$ cat src/rtl/fp_wb_completion_arbiter_if.sv
// Producer-side and writeback-side signals of the FP completion arbiter.
// The arbiter takes the master modport; FP units and the regfile take slave. Optional FP_WB_FFLAGS_EN adds flag signals.
interface fp_wb_completion_arbiter_if #(
    parameter int NUM_UNITS = 3,
    parameter int XLEN      = 32
);
    logic [NUM_UNITS-1:0]           in_valid;
    logic [NUM_UNITS-1:0][4:0]      in_rd;
    logic [NUM_UNITS-1:0][XLEN-1:0] in_data;
    logic [NUM_UNITS-1:0]           in_ready;
    logic                           wb_ready;
    logic                           wb_valid;
    logic [4:0]                     waddr_wb;
    logic [XLEN-1:0]                wb_data;
    logic                           fp_reg_write_wb;
`ifdef FP_WB_FFLAGS_EN
    logic [NUM_UNITS-1:0][4:0]      in_fflags;
    logic [4:0]                     wb_fflags;
    logic [4:0]                     fflags_accum;
    logic                           fflags_clr;
`endif

    modport master (
        input  in_valid, in_rd, in_data, wb_ready,
`ifdef FP_WB_FFLAGS_EN
        input  in_fflags, fflags_clr,
        output wb_fflags, fflags_accum,
`endif
        output in_ready, wb_valid, waddr_wb, wb_data, fp_reg_write_wb
    );

    modport slave (
        output in_valid, in_rd, in_data, wb_ready,
`ifdef FP_WB_FFLAGS_EN
        output in_fflags, fflags_clr,
        input  wb_fflags, fflags_accum,
`endif
        input  in_ready, wb_valid, waddr_wb, wb_data, fp_reg_write_wb
    );
endinterface

$ cat src/rtl/fp_wb_completion_arbiter.sv
// Round-robin collection of FP unit results into an in-order FIFO feeding the single FP writeback port.
// Optional FP_WB_FFLAGS_EN stores per-entry exception flags and keeps a sticky accumulator.
module fp_wb_completion_arbiter #(
    parameter int NUM_UNITS = 3,
    parameter int DEPTH     = 4,
    parameter int XLEN      = 32
) (
    input  logic                      clk,
    input  logic                      reset,
    fp_wb_completion_arbiter_if.master bus,
    output logic [31:0]               pending_rd_mask,
    output logic [$clog2(DEPTH):0]    fifo_count
);
    localparam int PW = $clog2(DEPTH);
    localparam int UW = $clog2(NUM_UNITS);
    localparam logic [PW:0] FULL = (PW+1)'(DEPTH);

    logic [4:0]      ent_rd   [DEPTH];
    logic [XLEN-1:0] ent_data [DEPTH];
    logic [DEPTH-1:0] ent_valid, valid_next;
    logic [PW-1:0]   wr_ptr, rd_ptr;
    logic [PW:0]     count;
    logic [UW-1:0]   rr_ptr, gidx;
    logic [NUM_UNITS-1:0] grant;
    logic            found, push, pop;
    logic [4:0]      push_rd;
    logic [31:0]     mask_next;

    // Ready depends only on registered count, so a same-cycle pop never frees a slot.
    always_comb begin
        int unsigned idx;
        grant = '0;
        gidx  = '0;
        found = 1'b0;
        idx   = 0;
        if (!reset && count != FULL) begin
            for (int unsigned k = 0; k < NUM_UNITS; k++) begin
                idx = 32'(rr_ptr) + k;
                if (idx >= NUM_UNITS) idx = idx - NUM_UNITS;
                if (!found && bus.in_valid[UW'(idx)]) begin
                    grant[UW'(idx)] = 1'b1;
                    gidx  = UW'(idx);
                    found = 1'b1;
                end
            end
        end
    end

    assign push         = found;
    assign push_rd      = bus.in_rd[gidx];
    assign bus.in_ready = grant;

    assign bus.wb_valid        = ent_valid[rd_ptr] & ~reset;
    assign bus.waddr_wb        = ent_rd[rd_ptr];
    assign bus.wb_data         = ent_data[rd_ptr];
    assign pop                 = bus.wb_valid & bus.wb_ready;
    assign bus.fp_reg_write_wb = pop;

    always_comb begin
        logic       v;
        logic [4:0] r;
        valid_next = '0;
        mask_next  = '0;
        v = 1'b0;
        r = '0;
        for (int unsigned e = 0; e < DEPTH; e++) begin
            v = ent_valid[e];
            r = ent_rd[e];
            if (pop && PW'(e) == rd_ptr) v = 1'b0;
            if (push && PW'(e) == wr_ptr) begin
                v = 1'b1;
                r = push_rd;
            end
            valid_next[e] = v;
            if (v) mask_next[r] = 1'b1;
        end
    end

    always_ff @(posedge clk) begin
        if (reset) begin
            wr_ptr          <= '0;
            rd_ptr          <= '0;
            count           <= '0;
            rr_ptr          <= '0;
            ent_valid       <= '0;
            pending_rd_mask <= '0;
        end else begin
            ent_valid       <= valid_next;
            pending_rd_mask <= mask_next;
            if (push) begin
                ent_rd[wr_ptr]   <= push_rd;
                ent_data[wr_ptr] <= bus.in_data[gidx];
                wr_ptr           <= wr_ptr + 1'b1;
                rr_ptr           <= (gidx == UW'(NUM_UNITS - 1)) ? '0 : gidx + 1'b1;
            end
            if (pop) rd_ptr <= rd_ptr + 1'b1;
            case ({push, pop})
                2'b10:   count <= count + 1'b1;
                2'b01:   count <= count - 1'b1;
                default: count <= count;
            endcase
        end
    end

    assign fifo_count = count;

`ifdef FP_WB_FFLAGS_EN
    logic [4:0] ent_fflags [DEPTH];
    logic [4:0] accum;

    assign bus.wb_fflags    = ent_fflags[rd_ptr];
    assign bus.fflags_accum = accum;

    // A clear coinciding with a pop keeps the popped flags rather than zero.
    always_ff @(posedge clk) begin
        if (reset) begin
            accum <= '0;
        end else begin
            if (push) ent_fflags[wr_ptr] <= bus.in_fflags[gidx];
            if (bus.fflags_clr) accum <= pop ? bus.wb_fflags : 5'd0;
            else if (pop)       accum <= accum | bus.wb_fflags;
        end
    end
`endif
endmodule

$ cat src/flat_wrapper.sv
// flat-port wrapper written by rule: the top's interface ports become plain ports
module fp_wb_completion_arbiter_flat 
#(
    parameter int NUM_UNITS = 3,
    parameter int DEPTH     = 4,
    parameter int XLEN      = 32
)
  (clk, reset, pending_rd_mask, fifo_count, bus_in_valid, bus_in_rd, bus_in_data, bus_wb_ready, bus_in_ready, bus_wb_valid, bus_waddr_wb, bus_wb_data, bus_fp_reg_write_wb);
  fp_wb_completion_arbiter_if #(.NUM_UNITS(NUM_UNITS), .XLEN(XLEN)) bus_i ();
  input  logic clk;
  input  logic reset;
  output logic [31:0] pending_rd_mask;
  output logic [$clog2(DEPTH):0] fifo_count;
  input wire logic [$bits(bus_i.in_valid)-1:0] bus_in_valid;
  input wire logic [$bits(bus_i.in_rd)-1:0] bus_in_rd;
  input wire logic [$bits(bus_i.in_data)-1:0] bus_in_data;
  input wire logic [$bits(bus_i.wb_ready)-1:0] bus_wb_ready;
  output wire logic [$bits(bus_i.in_ready)-1:0] bus_in_ready;
  output wire logic [$bits(bus_i.wb_valid)-1:0] bus_wb_valid;
  output wire logic [$bits(bus_i.waddr_wb)-1:0] bus_waddr_wb;
  output wire logic [$bits(bus_i.wb_data)-1:0] bus_wb_data;
  output wire logic [$bits(bus_i.fp_reg_write_wb)-1:0] bus_fp_reg_write_wb;
  assign bus_i.in_valid = bus_in_valid;
  assign bus_i.in_rd = bus_in_rd;
  assign bus_i.in_data = bus_in_data;
  assign bus_i.wb_ready = bus_wb_ready;
  assign bus_in_ready = bus_i.in_ready;
  assign bus_wb_valid = bus_i.wb_valid;
  assign bus_waddr_wb = bus_i.waddr_wb;
  assign bus_wb_data = bus_i.wb_data;
  assign bus_fp_reg_write_wb = bus_i.fp_reg_write_wb;
  fp_wb_completion_arbiter #(.NUM_UNITS(NUM_UNITS), .DEPTH(DEPTH), .XLEN(XLEN)) u_core (.clk(clk), .reset(reset), .bus(bus_i), .pending_rd_mask(pending_rd_mask), .fifo_count(fifo_count));
endmodule
$ cat config.mk
export PLATFORM = sky130hd
export DESIGN_NAME = fp_wb_completion_arbiter_flat
export DESIGN_NICKNAME = d
export VERILOG_FILES = /design/src/rtl/fp_wb_completion_arbiter_if.sv /design/src/rtl/fp_wb_completion_arbiter.sv /design/src/flat_wrapper.sv
export SDC_FILE = /design/constraint.sdc
export NUM_CORES = 1
export LEC_CHECK = 0
export ABC_CLOCK_PERIOD_IN_PS = 4500
export BUFFER_PORTS_ARGS = -buffer_cell sky130_fd_sc_hd__buf_2
export CAP_MARGIN = 25
export CORE_UTILIZATION = 50
export DETAILED_ROUTE_END_ITERATION = 16
export PLACE_DENSITY = 0.73
export SYNTH_ARGS = -nofsm -noshare
export SYNTH_HDL_FRONTEND = slang
export SYNTH_SLANG_ARGS = --single-unit
$ cat constraint.sdc
create_clock -name clk -period 4.5 [get_ports clk]
set_clock_uncertainty 0.1 [all_clocks]
set_input_delay 0.225 -clock clk [delete_from_list [all_inputs] [get_ports clk]]
set_output_delay 0.225 -clock clk [all_outputs]
set_load 0.02 [all_outputs]
==> flow_summary_export.csv <==
group,metric,value,unit
cts,cts_inserted_buffers,17,
critical_path,setup.worst_path.start_class,"register",
timing,final-max-slew-violation-count,0,
cells_and_area,stdcell_count,1257,
timing,finalSetupTns,0,ns
grt,grt_pass1_vias,7367,
power_and_ir_drop,power_report.internal_total,3.89,mW
cells_and_area,final_layout_size_suffix_gt1_share,34.3,%
cells_and_area,multi_input_gate_area_in_the_final_layout,0.00434,mm²
timing,worst_slew_pin_slew,1.01,ns
logic_synthesis,synth.ff_latch_count,195,
grt,grt_max_degree,71,
logic_synthesis,synth.top_cells.by_count,"sky130_fd_sc_hd__edfxtp_1 (148), sky130_fd_sc_hd__nand3_1 (137), sky130_fd_sc_hd__nand2_1 (48), sky130_fd_sc_hd__dfxtp_1 (47), sky130_fd_sc_hd__o21ai_0 (42)",
route,drt-wirelength-per-cell,20.3,µm
die,placementRows,51,
grt,globalRoute.busiestLayer,"met2",
logic_synthesis,synth.yosys.seq_area_share,53.8,%
grt,grtUsageTotal,25.5,%
cells_and_area,insertedDiodeCount,0,
route,final_antenna_net_count,0,
cts,numClockSinks,195,
grt,grt_antenna_before_repair,0,
cts,post_cts_resized,0,
power_and_ir_drop,share_seq_of_total_power,39.6,%
grt,wire_length_of_the_first_global_routing_pass,39500,µm
route,drt_drc_violations_left,0,
die,dieWidth,144,µm
timing,min_period_over_period,86.9,%
critical_path,worstPathCellList,"inv_1, ha_1, a21boi_0, o31ai_2, o32a_1, nor2_1, o31ai_2, nand3_1, a41oi_1",
placed_design,port_buffers,193,
power_and_ir_drop,worst_ir_drop_vdd,0.318,mV
route,routed_wl,25600,µm
grt,grt_use_met2,41.9,%
cells_and_area,sequential_cell_area,0.00539,mm²
critical_path,worstPathRequired,4.73,ns
cells_and_area,finish.net_count,1110,
logic_synthesis,postSynthCellCount,789,
power_and_ir_drop,pwr-share-comb,36.9,%
min_path,worst_hold_path_type,"in2reg",
grt,grt_overflow_total,0,
route,routed-via-count,7712,
route,drt-pass1-iter-count,6,
logic_synthesis,mappedNetlistNets,920,
cells_and_area,flow.area_growth_from_synthesis,18.6,%
logic_synthesis,async_flop_share,0,%
cts,skew_pair_late_insertion_delay,0.44,ns
die,die_height,144,µm
placed_design,hpwl,17400,µm
logic_synthesis,yosysWarningCount,0,
die,floorplan.die_area,0.0206,mm²
placed_design,placedCellCount,1223,
logic_synthesis,most_used_flip_flop_cell_after_synthesis,"sky130_fd_sc_hd__edfxtp_1",
critical_path,worstPathBufferInverterCount,1,
critical_path,timing.critical_path.mode_cell,"sky130_fd_sc_hd__o31ai_2",
logic_synthesis,yosysMostFrequentCell,"sky130_fd_sc_hd__edfxtp_1",
cts,clock_tree.htree_level_count,4,
cts,ctsRootBufferMaster,"sky130_fd_sc_hd__clkbuf_16",
logic_synthesis,yosysUniqueCellTypes,80,
grt,grt_util_met3,5.66,%
critical_path,setup.worst_path.class,"reg2reg",
route,detail_route.iter0.violations,904,
die,core,0.0195,mm²
grt,grtUsageMet1,33.5,%
cells_and_area,post-route-util,60.9,%
timing,setup_ws,0.589,ns
logic_synthesis,synth_top_cell_area_share,44.4,%
die,initial_core_util,51.3,%
critical_path,setup.worst_path.end_class,"register",
placed_design,place_worst_setup_slack,0.677,ns
status,run_status,"finished, final reports clean",
cts,cts_max_path_buffers,2,
critical_path,crit_fanout,20,
critical_path,cp_data_arrival_time,4.14,ns
die,top_level_ports,194,
logic_synthesis,synth_enable_flop_cells,148,
job,cap_violations,0,
power_and_ir_drop,share_clk_of_total_power,23.5,%
logic_synthesis,ys_top_cells_by_area,"sky130_fd_sc_hd__edfxtp_1 (44%), sky130_fd_sc_hd__dfxtp_1 (9.4%), sky130_fd_sc_hd__mux4_2 (8.5%), sky130_fd_sc_hd__nand3_1 (6.8%), sky130_fd_sc_hd__mux2i_1 (4.0%)",
timing,fmaxAchievable,256,MHz
critical_path,crit_path_max_incr_delay,0.83,ns
timing,max_slew_margin,31.0,%
critical_path,crit_path_top_delay_cell,"sky130_fd_sc_hd__o31ai_2",
logic_synthesis,yosysTopAreaCell,"sky130_fd_sc_hd__edfxtp_1",
power_and_ir_drop,switching_share,38.6,%
cts,cts_tree,"done",
placed_design,place_congestion,0.944,
cells_and_area,filler_cell_count,1557,
power_and_ir_drop,power_per_cell_area,534,mW/mm²
power_and_ir_drop,cellLeakagePower,4.08,nW
timing,setup_violations,0,
logic_synthesis,synth_area_per_cell,12.7,µm²
timing,report.final.hold_viol_count,0,
critical_path,timing.critical_path.max_delay_family,"compound AO/OA/AOI/OAI gates",
power_and_ir_drop,switchingPower,2.45,mW
logic_synthesis,post_synth_instance_area,0.0100,mm²
timing,grt_setup_unrepaired,"false",
timing,period_minus_slack,3.91,ns
route,vias_per_cell,6.14,
cts,clkSlewWorstSetupHoldPaths,0.08,ns
## power groups by stage
stage               clock network, mW  logic (mW)  registers (mW)
floorplan                           0        1.61            2.55
detailed placement                  0        2.29            2.57
global placement                    0        2.27            2.55
finish                           1.49        2.34            2.51
global route                     1.58        2.50            2.54
CTS                              1.51        2.30            2.53
## through the flow
stage	instance area (µm²)	hold slack [ns]	power [mW]
4_1_cts	11900	0.0791	6.34
3_3_place_gp	11300	0.394	4.82
6_report	11900	0.0905	6.34
2_1_floorplan	10000	0.350	4.16
3_5_place_dp	11300	0.410	4.85
5_1_grt	11900	0.106	6.63
## cells by family after synthesis
logic type / Yosys count / synth area share (%)
buf+inv: 67 / 3.03
flops: 195 / 53.8
compound gates: 157 / 13.5
simple gates: 265 / 13.9
mux: 88 / 13.7
xor+xnor: 3 / 0.262
fa+ha+maj: 14 / 1.82
## cell usage in the layout (no fill, tap or decap), types with 3 or more instances in the layout
| cell type | Yosys | layout |
|---|---|---|
| sky130_fd_sc_hd__inv_2 | 3 | 3 |
| sky130_fd_sc_hd__o21ai_0 | 42 | 42 |
| sky130_fd_sc_hd__nand2_1 | 48 | 48 |
| sky130_fd_sc_hd__and2_1 | 3 | 3 |
| sky130_fd_sc_hd__nor4b_1 | 5 | 5 |
| sky130_fd_sc_hd__and3_1 | 4 | 4 |
| sky130_fd_sc_hd__nand3_1 | 137 | 137 |
| sky130_fd_sc_hd__a41oi_1 | 33 | 33 |
| sky130_fd_sc_hd__a31oi_1 | 5 | 5 |
| sky130_fd_sc_hd__nand2b_1 | 3 | 3 |
| sky130_fd_sc_hd__mux2_2 | 6 | 6 |
| sky130_fd_sc_hd__clkbuf_16 | 0 | 17 |
| sky130_fd_sc_hd__o31ai_2 | 9 | 9 |
| sky130_fd_sc_hd__a21oi_1 | 12 | 12 |
| sky130_fd_sc_hd__inv_8 | 0 | 4 |
| sky130_fd_sc_hd__nor3_1 | 9 | 9 |
| sky130_fd_sc_hd__a21o_1 | 7 | 7 |
| sky130_fd_sc_hd__clkinv_4 | 0 | 3 |
| sky130_fd_sc_hd__inv_6 | 1 | 5 |
| sky130_fd_sc_hd__inv_1 | 17 | 17 |
| sky130_fd_sc_hd__edfxtp_1 | 148 | 148 |
| sky130_fd_sc_hd__buf_4 | 3 | 19 |
| sky130_fd_sc_hd__nor4_1 | 5 | 5 |
| sky130_fd_sc_hd__ha_1 | 13 | 13 |
| sky130_fd_sc_hd__mux2i_1 | 40 | 40 |
| sky130_fd_sc_hd__mux4_2 | 38 | 38 |
| sky130_fd_sc_hd__nand3b_1 | 9 | 9 |
| sky130_fd_sc_hd__nor2b_1 | 4 | 4 |
| sky130_fd_sc_hd__o31ai_4 | 6 | 6 |
| sky130_fd_sc_hd__o21a_1 | 4 | 4 |
| sky130_fd_sc_hd__buf_2 | 15 | 193 |
| sky130_fd_sc_hd__nor2_1 | 21 | 20 |
| sky130_fd_sc_hd__dfxtp_1 | 47 | 45 |
## area by class of cell
cell class,count,area share [%]
repair buffers,214,9.58
well taps,265,2.79
clock buffers,18,3.61
flip-flops and latches,195,45.3
inverters,24,0.821
clock inverters,14,1.31
multi-input cells,527,36.5
## worst reg2reg max path, stage by stage, from the launching register on
cell                       delay [ns]
sky130_fd_sc_hd__dfxtp_1         0.34
sky130_fd_sc_hd__inv_1           0.08
sky130_fd_sc_hd__ha_1            0.58
sky130_fd_sc_hd__a21boi_0        0.22
sky130_fd_sc_hd__o31ai_2         0.83
sky130_fd_sc_hd__o32a_1          0.39
sky130_fd_sc_hd__nor2_1          0.14
sky130_fd_sc_hd__o31ai_2         0.71
sky130_fd_sc_hd__nand3_1         0.16
sky130_fd_sc_hd__a41oi_1         0.26
## sequential cells by signal, summed over array words and instances (netlist names), named ones only
register                cells
u_core.fifo_count           3
u_core.rr_ptr               2
u_core.rd_ptr               2
u_core.pending_rd_mask     32
u_core.ent_data           128
u_core.ent_valid            4
u_core.ent_rd              20
u_core.wr_ptr               2
## path summary, 6_finish.rpt
| path | start | to | depth (start not counted) | slack, ns |
|---|---|---|---|---|
| max | u_core.rr_ptr[1] | u_core.pending_rd_mask[28] | 9 | 0.59 |
| max reg2reg | u_core.rr_ptr[1] | u_core.pending_rd_mask[28] | 9 | 0.59 |
| min reg2reg | u_core.rr_ptr[0] | u_core.rr_ptr[0] | 2 | 0.43 |
| min | bus_in_data[35] | u_core.ent_data[1][3] | 3 | 0.09 |
## timing repair
item | CTS | global route
endpoints found under the setup margin | 0 | 0
endpoints found under the hold margin | 5 | 0
hold buffers | 1 | 0
setup buffers | 0 | 0
## layer usage
metal / wire length (µm) / share of wire [%]
met1: 10600 / 41
met3: 2330 / 9.1
met2: 12100 / 47
met4: 506 / 2.0
met5: 0 / 0
Note: power is estimated with default switching activity, not from simulation.
